`src/rtl/crc_pkg.sv`:
```
// Shared CRC-32 definitions for the UART link checker and generator.
package crc_pkg;

    localparam int          DEF_CRC_SIZE = 32;
    localparam logic [31:0] DEF_POLY     = 32'hEDB88320;
    localparam logic [31:0] DEF_INIT     = 32'hFFFFFFFF;
    localparam logic [31:0] DEF_XOROUT   = 32'hFFFFFFFF;
    localparam int          DEF_LEN_W    = 16;

    typedef enum logic [1:0] {
        COLLECT,
        SHIFT,
        CHECK
    } state_t;

endpackage

```
`src/rtl/crc32_serial_core.sv`:
```
// Bit-serial CRC register, one bit per enabled cycle, MSB-first feedback.
module crc32_serial_core
    import crc_pkg::*;
#(
    parameter int                    CRC_SIZE = DEF_CRC_SIZE,
    parameter logic [CRC_SIZE-1:0]   POLY     = DEF_POLY,
    parameter logic [CRC_SIZE-1:0]   INIT     = DEF_INIT
) (
    input  logic                CLK,
    input  logic                RST,
    input  logic                init,
    input  logic                bit_valid,
    input  logic                bit_in,
    output logic [CRC_SIZE-1:0] crc
);

    // Reload on reset or frame restart, otherwise fold in one bit when offered
    always_ff @(posedge CLK) begin
        if (RST || init) begin
            crc <= INIT;
        end else if (bit_valid) begin
            crc <= {crc[CRC_SIZE-2:0], 1'b0} ^ ((crc[CRC_SIZE-1] ^ bit_in) ? POLY : '0);
        end
    end

endmodule

```
`config.mk`:
```
export PLATFORM = sky130hd
export DESIGN_NAME = crc32_serial_core
export DESIGN_NICKNAME = d
export VERILOG_FILES = /design/src/rtl/crc_pkg.sv /design/src/rtl/crc32_serial_core.sv
export SDC_FILE = /design/constraint.sdc
export NUM_CORES = 1
export LEC_CHECK = 0
export ABC_AREA = 0
export BUFFER_PORTS_ARGS = -buffer_cell sky130_fd_sc_hd__buf_2
export CORE_MARGIN = 10
export CORE_UTILIZATION = 49
export CTS_CLUSTER_DIAMETER = 200
export DETAILED_ROUTE_END_ITERATION = 7
export HOLD_SLACK_MARGIN = 0.05
export PLACE_DENSITY = 0.85
export SLEW_MARGIN = 30
export SYNTH_ARGS = -nofsm -noshare
export SYNTH_HDL_FRONTEND = slang
export SYNTH_SLANG_ARGS = --single-unit
```
`constraint.sdc`:
```
create_clock -name CLK -period 1.55 [get_ports CLK]
set_input_delay 0.3875 -clock CLK [delete_from_list [all_inputs] [get_ports CLK]]
set_output_delay 0.3875 -clock CLK [all_outputs]
set_load 0.01 [all_outputs]
```
==> metrics <==
root buffer selected by CTS=clkbuf_4; reg2reg setup slack=roughly 370 ps; Largest regs=crc: 32 flops; area fraction of the dominant cell type after synthesis=0.5146; gr ovfl total=0; Final Cycle Share=0.8385; # clock sinks=32; Leak=around 0.64 nW; status=finished clean; pwr/cell area=~1000 mW/mm2; startpoint class of the critical path=register; clk_lat worst skew=between 300 and 400 ps; Logic pwr share=0.115; Post-DP HPWL=2014 um; Seq pwr share=0.566; switching power=between 0.3 and 0.4 mW; Initial DRT Pass Iterations=4; ANT cells=0; Cell Chain, Critical Path=buf_2; Initial Util=0.5071; fin cells=191; Port Buf Inserts=36; Switching Fraction=0.2492; CTS max path bufs=2; Post-Syn Nets=127; Yosys reg bits=32; unrepaired setup endpoints after global routing=no; crit-path max cell delay=roughly 420 ps; CP max FO=4; Top reg by flops=crc; WP data arrival=slightly above 900 ps; Slew @ Worst Pin=392.8 ps; Slew Limit Headroom=0.7377; Cells after DPL=roughly 180; Final #Nets=between 150 and 200; CP Capture Type=primary output; DRC=0; kind of critical path=reg2out; post-detailed-route count of antenna-violating nets=0; syn_area_per_cell=between 10 and 15 um2; cell area after placement=roughly 0.0015 mm2; Area growth syn-to-layout=22.81%; hold_buf cts=0; die height=around 70 um; CP required=roughly 1200 ps; Buf/Inv on CP=1; clock transition at the registers of the reported paths=roughly 100 ps; total number of vias=967; Die W=slightly above 70 um; clock skew=around 11 ps; Placer Congestion=between 0.7 and 0.8; max reg flops=32; Internal=1.144 mW; clock group share of total power=0.319; Max Slew Vio Count=0; CTS buffer count=5; Design Area, Final=approximately 0.0015 mm2; Peak Freq=just under 800 MHz; # setup viols final=0; aggregate routed wire length=approximately 2700 um; I/O pin cnt=37; total global-route track usage=0.1073; FFs w/ async S/R, synth=0; Hold WC Path Type=in2reg; post-CTS setup buffers=0; core area=0.002455 mm2; antenna violations before repair=0; first-pass GRT wire length=around 4400 um; Mapped Area=0.001245 mm2; largest cells by area after synthesis=dfxtp_1 51%, mux2i_1 14%, xor2_1 9.8%, nand2_1 9.0%, o211ai_1 7.2%; number of max-cap violations=0; H-tree levels=2; Final TNS setup=0 ps; most frequent cells after synthesis=32 x dfxtp_1, 30 x nand2_1, 17 x mux2i_1; share of cells above drive strength 1=0.3106; ys flop type=dfxtp_1; largest net degree at the start of global routing=32; Synth Instances=122; total die area=about 0.005 mm2; CTS resizes=0; family with the most delay on the worst path=flip-flops; most frequent cell after synthesis=dfxtp_1; DR iter-0 viols=46; FP Rows=18; Max VDD drop=around 0.73 mV; Period minus WS final=approximately 1300 ps; largest area contributor in the netlist=dfxtp_1; Ys Warns=0; Routed WL per cell=14.27 um; final hold violation count=0; drt via density=between 5 and 6; number of global-route vias before repair=between 900 and 1000; Netlist cell types=18; Post-synth EDFFs=0; sequential fraction of the synthesis area=0.5146; CTS tree=done; Max stage delay cell, worst path=dfxtp_1
-- kinds of logic after synthesis --
family / count (synthesis) / share of synthesized area
compound gates: 16 / 0.09648
xor+xnor: 15 / 0.1116
buf+inv: 9 / 0.03718
flops: 32 / 0.5146
mux: 17 / 0.1367
simple gates: 33 / 0.1035
-- power groups by stage --
stage	sequential, mW	clock (mW)	combinational, mW
finish	0.862	0.487	0.175
floorplan	0.888	0	0.110
detailed placement	0.881	0	0.177
global placement	0.879	0	0.170
CTS	0.862	0.504	0.178
global route	0.864	0.547	0.193
-- path summary, 6_finish.rpt --
check                                to  cells after the start     from
worst min register to register   crc[0]                      1   crc[0]
worst max-delay path            crc[31]                      1  crc[31]
worst min-delay path             crc[0]                      3     init
worst max register to register  crc[23]                      4  crc[31]
-- area by class of cell --
cell class	count	area (um2)
multi-input combinational	81	560.5
sequential	32	640.6
inverter	1	3.754
timing repair buffer	39	227.7
clock buffer	8	58.81
fill	195	925.9
tap	30	37.54
-- metrics by stage --
| step | hold WS (ps) | setup WS, ps | power [mW] | utilization |
|---|---|---|---|---|
| 2_1_floorplan | 519.1 | 325.9 | 0.9978 | - |
| 3_3_place_gp | 458.0 | 301.6 | 1.049 | 0.5989 |
| 3_5_place_dp | 468.5 | 234.8 | 1.058 | 0.5989 |
| 4_1_cts | 342.1 | 235.4 | 1.543 | 0.6228 |
| 5_1_grt | 363.2 | 191.5 | 1.604 | 0.6228 |
| 6_report | 355.1 | 250.3 | 1.523 | 0.6228 |
-- cell usage in the layout, fill, tap and decap left out --
cell type	synthesis	routed
xnor2_2	1	1
buf_12	0	2
clkbuf_1	5	2
or2_2	1	1
xor2_1	14	14
o211ai_1	12	12
dfxtp_1	32	32
nand2_1	30	30
a21oi_1	1	1
buf_4	1	1
inv_2	1	1
a21o_1	1	1
mux2i_1	17	17
nor2_2	0	1
and3_1	1	1
o211ai_2	1	1
o21ai_1	1	1
clkbuf_4	0	5
buf_2	1	36
clkbuf_8	0	1
-- routing by layer --
metal	global-route usage	up-vias	routed length, um
li1	-	482	-
met1	0.1268	446	1190
met2	0.1577	35	1231
met3	0.06780	4	279
met4	0.02632	0	23
met5	0	-	0
No activity file was read; power rests on OpenSTA's default activity.
